--- config.mk ---
export PLATFORM = sky130hd
export DESIGN_NAME = hazard_ctrl
export DESIGN_NICKNAME = d
export VERILOG_FILES = /design/src/rtl/hazard_ctrl.sv
export SDC_FILE = /design/constraint.sdc
export NUM_CORES = 1
export LEC_CHECK = 0
export CAP_MARGIN = 30
export CELL_PAD_IN_SITES_DETAIL_PLACEMENT = 1
export CELL_PAD_IN_SITES_GLOBAL_PLACEMENT = 1
export CORE_ASPECT_RATIO = 0.9
export CORE_UTILIZATION = 24
export DETAILED_ROUTE_END_ITERATION = 16
export GPL_TIMING_DRIVEN = 0
export MAX_ROUTING_LAYER = met4
export PLACE_DENSITY = 0.75
export SKIP_LAST_GASP = 1
export SYNTH_ARGS = -nofsm -noshare
export SYNTH_HDL_FRONTEND = slang
export SYNTH_SLANG_ARGS = --single-unit
--- constraint.sdc ---
create_clock -name clk -period 2.2 [get_ports clk]
set_input_delay 0.44 -clock clk [delete_from_list [all_inputs] [get_ports clk]]
set_output_delay 0.44 -clock clk [all_outputs]
set_load 0.02 [all_outputs]
--- src/rtl/hazard_ctrl.sv ---
// hazard_ctrl -- pipeline hazard and MDU sequencing control.
//
// Detects load-use and multiply/divide-unit hazards for the instruction in D,
// tracks the MDU latency countdown, and sequences the exception flush.
//
// Parameters:
//   MULT_CYC  multiply latency in cycles (2..15)
//   DIV_CYC   divide latency in cycles (2..15)
//
// Ports:
//   clk                    single clock, rising-edge state updates
//   reset                  synchronous active-low reset
//   rs_D, rt_D             source registers of the D instruction
//   use_rs_D, use_rt_D     D instruction reads rs / rt
//   md_use_D               D instruction touches the MDU (mult/div/mfhi/mflo/mthi/mtlo)
//   ld_E                   E instruction is a load
//   wa_E                   destination register of the E instruction
//   md_start_E, md_div_E   E starts an MDU op this cycle; 1 = divide, 0 = multiply
//   exc_M                  M instruction raises an exception or eret
//   stall_F, stall_D       hold PC and F/D register
//   clr_D..clr_W           clear F/D, D/E, E/M, M/W registers
//   md_busy                MDU operation in progress
//   md_cnt                 remaining MDU cycles
//   stall_cnt              (HAZARD_STATS_EN only) saturating count of stall_F cycles
//
// Optional feature: define HAZARD_STATS_EN to add the stall_cnt output.

module hazard_ctrl #(
  parameter int unsigned MULT_CYC = 5,
  parameter int unsigned DIV_CYC  = 10
) (
  input  logic       clk,
  input  logic       reset,
  input  logic [4:0] rs_D,
  input  logic [4:0] rt_D,
  input  logic       use_rs_D,
  input  logic       use_rt_D,
  input  logic       md_use_D,
  input  logic       ld_E,
  input  logic [4:0] wa_E,
  input  logic       md_start_E,
  input  logic       md_div_E,
  input  logic       exc_M,
  output logic       stall_F,
  output logic       stall_D,
  output logic       clr_D,
  output logic       clr_E,
  output logic       clr_M,
  output logic       clr_W,
  output logic       md_busy,
  output logic [3:0] md_cnt
`ifdef HAZARD_STATS_EN
  ,
  output logic [31:0] stall_cnt
`endif
);

  typedef enum logic [1:0] {
    RUN,
    MDU,
    FLUSH
  } state_t;

  state_t     state, state_n;
  logic [3:0] md_cnt_n;
  logic       load_use;
  logic       md_hazard;

  // Register 0 is never a real dependency, so wa_E==0 suppresses the stall.
  assign load_use  = ld_E && (wa_E != 5'd0) &&
                     ((use_rs_D && (rs_D == wa_E)) || (use_rt_D && (rt_D == wa_E)));
  assign md_hazard = md_use_D && ((state == MDU) || md_start_E);

  always_ff @(posedge clk) begin
    if (!reset) begin
      state  <= RUN;
      md_cnt <= '0;
    end else begin
      state  <= state_n;
      md_cnt <= md_cnt_n;
    end
  end

  always_comb begin
    state_n  = state;
    md_cnt_n = md_cnt;
    case (state)
      RUN: begin
        if (md_start_E) begin
          state_n  = MDU;
          md_cnt_n = md_div_E ? 4'(DIV_CYC) : 4'(MULT_CYC);
        end
      end
      MDU: begin
        // md_start_E is ignored here; correct stalling prevents it.
        if (md_cnt <= 4'd1) begin
          state_n  = RUN;
          md_cnt_n = '0;
        end else begin
          md_cnt_n = md_cnt - 4'd1;
        end
      end
      FLUSH: begin
        state_n = RUN;
      end
      default: begin
        state_n  = RUN;
        md_cnt_n = '0;
      end
    endcase
    // Exception overrides everything, aborting any MDU operation.
    if (exc_M) begin
      state_n  = FLUSH;
      md_cnt_n = '0;
    end
  end

  always_comb begin
    stall_F = 1'b0;
    stall_D = 1'b0;
    clr_D   = 1'b0;
    clr_E   = 1'b0;
    clr_M   = 1'b0;
    clr_W   = 1'b0;
    md_busy = 1'b0;
    if (!reset || exc_M) begin
      clr_D = 1'b1;
      clr_E = 1'b1;
      clr_M = 1'b1;
      clr_W = 1'b1;
      md_busy = reset && (state == MDU);
    end else begin
      md_busy = (state == MDU);
      if (state == FLUSH) begin
        clr_D = 1'b1;
      end else if (load_use || md_hazard) begin
        stall_F = 1'b1;
        stall_D = 1'b1;
        clr_E   = 1'b1;
      end
    end
  end

`ifdef HAZARD_STATS_EN
  always_ff @(posedge clk) begin
    if (!reset) begin
      stall_cnt <= '0;
    end else if (stall_F && (stall_cnt != '1)) begin
      stall_cnt <= stall_cnt + 32'd1;
    end
  end
`endif

endmodule

# Yosys cells after proc, flatten, opt, wreduce, memory -nomap -nowiden
# Index checks and enable logic that the tools add are counted.
[word_totals]
reg_bits = 6
inputBits = 24
output_inout_bits = 11
wordCells = 48
[op_classes]
addsub = 1
n_lt_le_gt_ge = 1
eq_ne = 8
muxes = 16
bitwise_logic = 2
reduce_logical = 17
[op_table]
columns = ["operator", "n"]
rows = [
  ["4-bit 2-to-1 mux", 3],
  ["4-bit case mux with 3 select lines", 1],
  ["5-bit == test", 2],
  ["1-bit 2-to-1 mux", 8],
  ["1-bit logical AND", 6],
  ["2-bit 2-to-1 mux", 3],
  ["3-bit != test (second input constant)", 2],
  ["2-bit AND reduction", 3],
  ["5-bit nonzero test", 1],
  ["4-bit by 1-bit less-or-equal comparator with 1-bit output (second input constant)", 1],
  ["1-bit logical OR", 4],
  ["2-bit != test (second input constant)", 2],
  ["2-bit case mux with 2 select lines", 1],
  ["4-bit by 1-bit subtractor with 4-bit output (second input constant)", 1],
  ["2-bit by 1-bit == test with 1-bit output (second input constant)", 1],
  ["2-bit == test (second input constant)", 1],
  ["2-bit logical NOT", 1],
  ["1-bit inverter", 2],
  ["2-bit OR reduction", 1],
  ["1-bit logical NOT", 1],
]

# Longest topological paths before layout
# Gate-level depths: netlist of the first run.
[depth]
ltp_word = 8
mapped_depth = 6
ltp_nobuf = 6

# Worst setup path after synthesis of the first run
# No wires, ideal clock.
[synth_path]
path_type = "input to output"
start = "in wa_E[3]"
end = "out stall_F"
t_arrival_ns = 1.787
required_time_ns = 1.760
setup_slack_ns = -0.027
path_stages = 5
path_buffers = 1
path_cell_list = "xor2_1 -> nor4_1 -> a32oi_1 -> o21ai_0 -> buf_4"
[synth_via]
elab_chain_cells = 8
word_cells_on_any_way = 12
classes_between = "eq/ne: 2; mux: 3; reduce/logical: 7"
[synth_lines]
columns = ["item", "line", "rtl"]
rows = [
  ["start, declared", "40", "input logic [4:0] wa_E,"],
  ["5-bit == test", "71", "((use_rs_D && (rs_D == wa_E)) || (use_rt_D && (rt_D == wa_E)));"],
  ["1-bit logical AND", "71", ""],
  ["1-bit logical OR", "71", ""],
  ["1-bit logical AND *", "70", "assign load_use = ld_E && (wa_E != 5'd0) &&"],
  ["1-bit logical OR *", "136", "end else if (load_use || md_hazard) begin"],
  ["1-bit 2-to-1 mux * (3 in a row)", "n/a", ""],
  ["end, declared", "44", "output logic stall_F,"],
]
# Mark *: on every way between the ends. The rest lies on a longest branch, timed or not.

# Final worst setup path of the first run
[layout_path]
start = "in rt_D[2]"
end = "out stall_D"
[layout_via]
elab_chain_cells = 8
[layout_lines]
columns = ["item", "line", "rtl"]
rows = [
  ["start, declared", "35", "input logic [4:0] rt_D,"],
  ["5-bit == test", "71", ""],
  ["1-bit logical AND", "71", ""],
  ["1-bit logical OR", "71", ""],
  ["1-bit logical AND", "70", ""],
  ["1-bit logical OR", "136", ""],
  ["1-bit 2-to-1 mux", "136", ""],
  ["1-bit 2-to-1 mux", "134", "if (state == FLUSH) begin"],
  ["1-bit 2-to-1 mux", "126", "if (!reset || exc_M) begin"],
  ["end, declared", "45", "output logic stall_D,"],
]
# No other way between the ends.

==> impl_metrics.csv, run 1 <==
group,metric,value,unit
min_path,hp-class,"reg -> reg",
layout,area.growth.synth_to_final,69.9,%
detailed_routing,post_drt_wl_per_cell,12.6,um
clocking,cts_buffers,3,
global_routing,antenna_found_initial,0,
global_routing,grt_max_degree,10,
setup_path,critPathBufInv,2,
job,drv_cap,0,
clocking,clock_sinks,6,
die,rows,16,
global_routing,grt_pass1_wl,2.96,mm
setup_path,crit_path_end_kind,"output port",
layout,final_common_cell,"clkdlybuf4s50_1",
die,die_width,53.6,um
detailed_routing,drt-initial-drc-count,7,
detailed_routing,ant_nets,0,
sta,worst_pin_slew,0.391,ns
yosys,yosys_warnings,0,
pwr,power_per_cell_area,358,mW/mm2
setup_path,cp-start-kind,"primary input",
die,design.die.area,0.00259,mm2
placement,dp_slack,-0.766,ns
sta,fin_hold_ws,0.501,ns
yosys,synth_area_per_cell,7.66,um2
setup_path,critical-path-top-delay-family,"buffers and inverters",
sta,finalSetupViolations,0,
clocking,hold_buffers,0,
sta,hold_viol,0,
global_routing,overflow,0,
layout,fillCellCount,269,
sta,max_freq,477,MHz
setup_path,crit_fanout,2,
detailed_routing,vias_per_cell,4.93,
yosys,synth.net_count,101,
setup_path,cpPeakStageDelay,0.36,ns
sta,layout_setup_ws,0.102,ns
global_routing,grt_pass1_vias,708,
detailed_routing,drc,0,
die,ios,35,
yosys,yosys.area.top_type,"dfxtp_1",
clocking,clock_latency,0.25,ns
clocking,cts_setup_buffers,0,
yosys,yosysUniqueCellTypes,30,
layout,diodes,0,
sta,period_share,95.4,%
pwr,ir_drop,163,uV
placement,gp_congestion,0.802,
setup_path,path_cells,"dlygate4sd2_1, xor2_1, nor4_1, a32oi_2, o21ai_2, buf_4",
yosys,synth_top_area_share,20.9,%
sta,fin_crit,2.10,ns
clocking,htreeDepth,1,
clocking,clk_path_buf_depth,2,
sta,rsz0062_at_grt,"no",
clocking,clkTransAtPathRegs,0.04,ns
detailed_routing,vias,681,
layout,layout.nets,139,
yosys,syn-cell-area,574,um2
setup_path,crit_arrival,1.66,ns
layout,final_layout_size_suffix_gt1_share,20.7,%
yosys,ys_ff_latch,6,
setup_path,slowest_stage,"nor4_1",
sta,setup-tns-final,0,ns
sta,drv_slew,0,
placement,port_buffers,34,
layout,layout_common_cells,"clkdlybuf4s50_1, xor2_1, nand2_1, dlygate4sd2_1",
die,coreArea,0.00222,mm2
clocking,root_buffer,"clkbuf_4",
detailed_routing,drt-total-wl,1.74,mm
global_routing,grt_usage,16.1,%
pwr,p_leak,0.416,nW
yosys,seq_area_frac_synth,20.9,%
yosys,ys_top_cells_by_area,"dfxtp_1, xor2_1, a21oi_1",
clocking,cts_tree,"done",
setup_path,setup.worst_path.class,"in -> out",
detailed_routing,dr.pass1.iters,4,
sta,slew_headroom,73.3,%
yosys,syn_inst,75,
sta,fin_skew,0.0103,ns
placement,dp_hpwl,1.42,mm
die,fp.dieH,48.4,um
setup_path,cp.required,1.76,ns
status,outcome,"completed",
die,initial_core_util,25.8,%
cell families after synthesis:
| group | Yosys count | synth area share, % |
|---|---|---|
| XOR/XNOR | 10 | 15.3 |
| AO/OA/AOI/OAI | 21 | 24.0 |
| multiplexers | 1 | 1.74 |
| AND/OR/NAND/NOR | 27 | 25.9 |
| flip-flops | 6 | 20.9 |
| buffers and inverters | 8 | 7.84 |
| adder cells (fa/ha/maj) | 2 | 4.36 |
power by group:
| part | switching, mW | total [mW] | internal [mW] |
|---|---|---|---|
| Sequential | 0.00677 | 0.120 | 0.113 |
| Combinational | 0.0590 | 0.128 | 0.0692 |
| Clock | 0.0402 | 0.102 | 0.0617 |
sequential cells by signal, summed over array words and instances, names as in the netlist:
| name | cells |
|---|---|
| state | 2 |
| md_cnt | 4 |
per-layer routing:
layer	up-vias	track usage (%)	wire length (um)
li1	336	-	-
met1	311	18.1	794
met2	32	26.3	829
met3	2	3.46	94
met4	0	7.89	22
met5	-	-	0
repair_timing:
action,CTS,global route
setup endpoints to repair,6,3
hold endpoints to repair,0,0
pin swaps,6,7
resized for setup,32,19
worst paths after layout:
| path | slack (ns) | to | startpoint | depth (start not counted) |
|---|---|---|---|---|
| worst max register to register | 0.46 | md_cnt[3] | md_cnt[0] | 6 |
| worst max-delay path | 0.10 | stall_D | rt_D[2] | 6 |
| worst min-delay path | 0.50 | md_cnt[1] | md_cnt[1] | 2 |
| worst min register to register | 0.50 | md_cnt[1] | md_cnt[1] | 2 |
through the flow:
stage	area, um2	total power [mW]	utilization [%]	cells
after CTS	962	0.355	43.3	139
after floorplan	574	0.181	-	75
after global placement	948	0.252	42.7	136
after detailed placement	948	0.255	42.7	136
final	976	0.350	43.9	138
after global routing	976	0.377	43.9	138
Yosys cell counts:
library cell,number
a2111oi_0,1
a211oi_1,1
a21oi_1,7
a221oi_2,1
a32o_1,1
a32oi_1,1
and2_0,1
and2_1,2
and3_2,1
buf_4,2
buf_6,1
dfxtp_1,6
ha_1,2
inv_1,5
mux2i_1,1
nand2_1,7
nand2b_1,2
nand4b_1,1
nor2_1,5
nor2b_1,3
nor4_1,2
o21a_1,2
o21ai_0,5
o21ai_1,1
o31ai_1,1
or2_2,1
or4_1,1
or4_4,1
xnor2_1,2
xor2_1,8
tightest hold or removal path: cells and delay by family (launching register included):
family           cells  cell delay, ns
AND/OR/NAND/NOR      1            0.07
AO/OA/AOI/OAI        1            0.05
flip-flops           1            0.33
final cells by class:
| type | instances | area [um2] | area share [%] |
|---|---|---|---|
| multi-input cells | 61 | 449 | 46.0 |
| repair buffers | 34 | 313 | 32.1 |
| flip-flops and latches | 6 | 120 | 12.3 |
| well taps | 27 | 33.8 | 3.46 |
| clock buffers | 3 | 22.5 | 2.31 |
| plain buffers | 2 | 18.8 | 1.92 |
| inverters | 5 | 18.8 | 1.92 |
Note: power is estimated with default switching activity, not from simulation.
==> run 2, diff against run 1 <==
--- a/config.mk
+++ b/config.mk
@@ -9,11 +9,12 @@
 export CELL_PAD_IN_SITES_DETAIL_PLACEMENT = 1
 export CELL_PAD_IN_SITES_GLOBAL_PLACEMENT = 1
 export CORE_ASPECT_RATIO = 0.9
-export CORE_UTILIZATION = 24
+export CORE_UTILIZATION = 35
 export DETAILED_ROUTE_END_ITERATION = 16
+export DONT_BUFFER_PORTS = 1
 export GPL_TIMING_DRIVEN = 0
 export MAX_ROUTING_LAYER = met4
-export PLACE_DENSITY = 0.75
+export PLACE_DENSITY_LB_ADDON = 0.1
 export SKIP_LAST_GASP = 1
 export SYNTH_ARGS = -nofsm -noshare
 export SYNTH_HDL_FRONTEND = slang
==> run 2 against run 1 <==
Compared with the run above: register-to-register slack worse by 0.15 ns; sequential share of layout area is 6.6 points higher; core utilization is 1.4 points lower; fmax is 0.23% lower; largest cell class unchanged; critical path depth is 2 lower; total power is 18% lower.
==> impl_metrics.csv, run 2 (same netlist as run 1, synthesis figures left out) <==
group,metric,value,unit
status,outcome,"completed",
placement,gp_congestion,0.731,
sta,period_share,95.6,%
layout,utilization,42.5,%
detailed_routing,drt-initial-drc-count,5,
detailed_routing,drt-total-wl,1.41,mm
setup_path,worstReg2RegEnd,"md_cnt[1]",
clocking,htreeDepth,1,
pwr,p_int,0.206,mW
sta,fin_hold_ws,0.323,ns
min_path,hp-class,"in -> reg",
setup_path,setup.worst_path.class,"in -> out",
min_path,worst_hold_path.endpoint,"state[1]",
clocking,clkTransAtPathRegs,0.04,ns
min_path,holdPathStages,1,
clocking,clock_sinks,6,
detailed_routing,post_drt_wl_per_cell,14.1,um
pwr,ir_drop,310,uV
clocking,hold_buffers,0,
sta,max_freq,475,MHz
detailed_routing,vias,537,
placement,place_area,602,um2
clocking,clock_latency,0.24,ns
sta,layout_setup_ws,0.0969,ns
pwr,power_per_cell_area,452,mW/mm2
layout,layout_common_cells,"xor2_1, nand2_1, a21oi_1",
layout,final_cells,100,
clocking,cts_setup_buffers,0,
sta,fin_skew,0.00472,ns
detailed_routing,dr.pass1.iters,4,
detailed_routing,drc,0,
setup_path,rr_startpoint,"md_cnt[0]",
sta,slew_headroom,57.2,%
pwr,p_leak,0.225,nW
global_routing,grt_pass1_vias,499,
setup_path,r2r_slack,0.31,ns
detailed_routing,vias_per_cell,5.37,
setup_path,cp.required,1.76,ns
global_routing,grt_max_degree,10,
placement,place_inst,97,
placement,dp_slack,0.0526,ns
global_routing,overflow,0,
die,die_width,44.7,um
sta,rsz0062_at_grt,"yes",
setup_path,crit_arrival,1.66,ns
die,initial_core_util,38.4,%
pwr,clockPowerShare,33.3,%
placement,port_buffers,0,
pwr,combinationalPowerShare,24.1,%
sta,setup-tns-final,0,ns
setup_path,crit_fanout,3,
pwr,p_switching,0.0810,mW
pwr,finalPower,0.287,mW
sta,worst_pin_slew,0.636,ns
layout,area.growth.synth_to_final,10.7,%
clocking,clk_path_buf_depth,2,
layout,diodes,0,
layout,stdcell_area,636,um2
sta,finalSetupViolations,0,
die,design.die.area,0.00181,mm2
layout,multi_input_area,420,um2
layout,layout.nets,106,
global_routing,grt_usage,16.7,%
min_path,hold_start,"exc_M",
layout,fillCellCount,198,
clocking,root_buffer,"clkbuf_4",
layout,final_layout_size_suffix_gt1_share,14.1,%
die,rows,13,
die,fp.dieH,40.4,um
layout,regArea,120,um2
layout,largest_reg_flops,4,
setup_path,ff2ff_path_depth,6,
job,drv_cap,0,
placement,dp_hpwl,1.15,mm
setup_path,cp-start-kind,"primary input",
sta,hold_viol,0,
pwr,swShare,28.2,%
global_routing,grt_pass1_wl,2.04,mm
global_routing,antenna_found_initial,0,
pwr,p_seq_share,42.7,%
layout,final_common_cell,"xor2_1",
layout,reg_top3,"md_cnt x4, state x2",
setup_path,crit_path_end_kind,"output port",
die,ios,35,
sta,fin_crit,2.10,ns
sta,drv_slew,0,
clocking,cts_tree,"done",
detailed_routing,ant_nets,0,
die,coreArea,0.00150,mm2
layout,largest_register,"md_cnt",
clocking,cts_buffers,3,
==> run 2: area by class of cell <==
type / instances / share of cell area, %
clock buffer: 3 / 3.54
inverter: 5 / 2.95
buffer: 3 / 4.13
sequential: 6 / 18.9
multi-input combinational: 61 / 66.1
tap: 22 / 4.33
==> run 2: metal layers <==
layer / up-vias / track usage [%] / routed length, um
met5: - / - / 0
met4: 0 / 9.09 / 0
met3: 0 / 3.15 / 75
met2: 20 / 27.6 / 688
met1: 246 / 19.3 / 647
li1: 271 / - / -
==> run 2: worst max-delay path: stages <==
cell	delay, ns
xor2_1	0.14
nor4_1	0.29
a32oi_1	0.23
o21ai_0	0.57
==> run 2: worst max path at each step <==
stage	startpoint	to	slack, ns	cells past startpoint
6_report	wa_E[3]	clr_E	0.1	4
5_1_grt	wa_E[3]	clr_E	-0.02	4
4_1_cts	state[0]	stall_F	0.09	5
3_5_place_dp	wa_E[3]	stall_F	0.05	5
3_3_place_gp	wa_E[3]	stall_F	0.03	5
2_1_floorplan	wa_E[3]	stall_F	0.18	5
==> run 2: what timing repair did <==
item,4_1_cts,5_1_grt
hold endpoints to repair,0,0
gates resized for setup,1,1
setup endpoints to repair,1,1
==> run 2: power groups by stage <==
stage,clock (mW),combinational [mW],sequential [mW]
3_5_place_dp,0,0.0678,0.125
5_1_grt,0.105,0.0780,0.123
2_1_floorplan,0,0.0593,0.122
3_3_place_gp,0,0.0672,0.124
6_report,0.0956,0.0692,0.123
4_1_cts,0.102,0.0688,0.123
==> run 3, diff against run 2 <==
--- a/config.mk
+++ b/config.mk
@@ -5,7 +5,6 @@
 export SDC_FILE = /design/constraint.sdc
 export NUM_CORES = 1
 export LEC_CHECK = 0
-export CAP_MARGIN = 30
 export CELL_PAD_IN_SITES_DETAIL_PLACEMENT = 1
 export CELL_PAD_IN_SITES_GLOBAL_PLACEMENT = 1
 export CORE_ASPECT_RATIO = 0.9
==> results of run 3 <==
Final layout, timing and power as in run 2 (identical DEF).
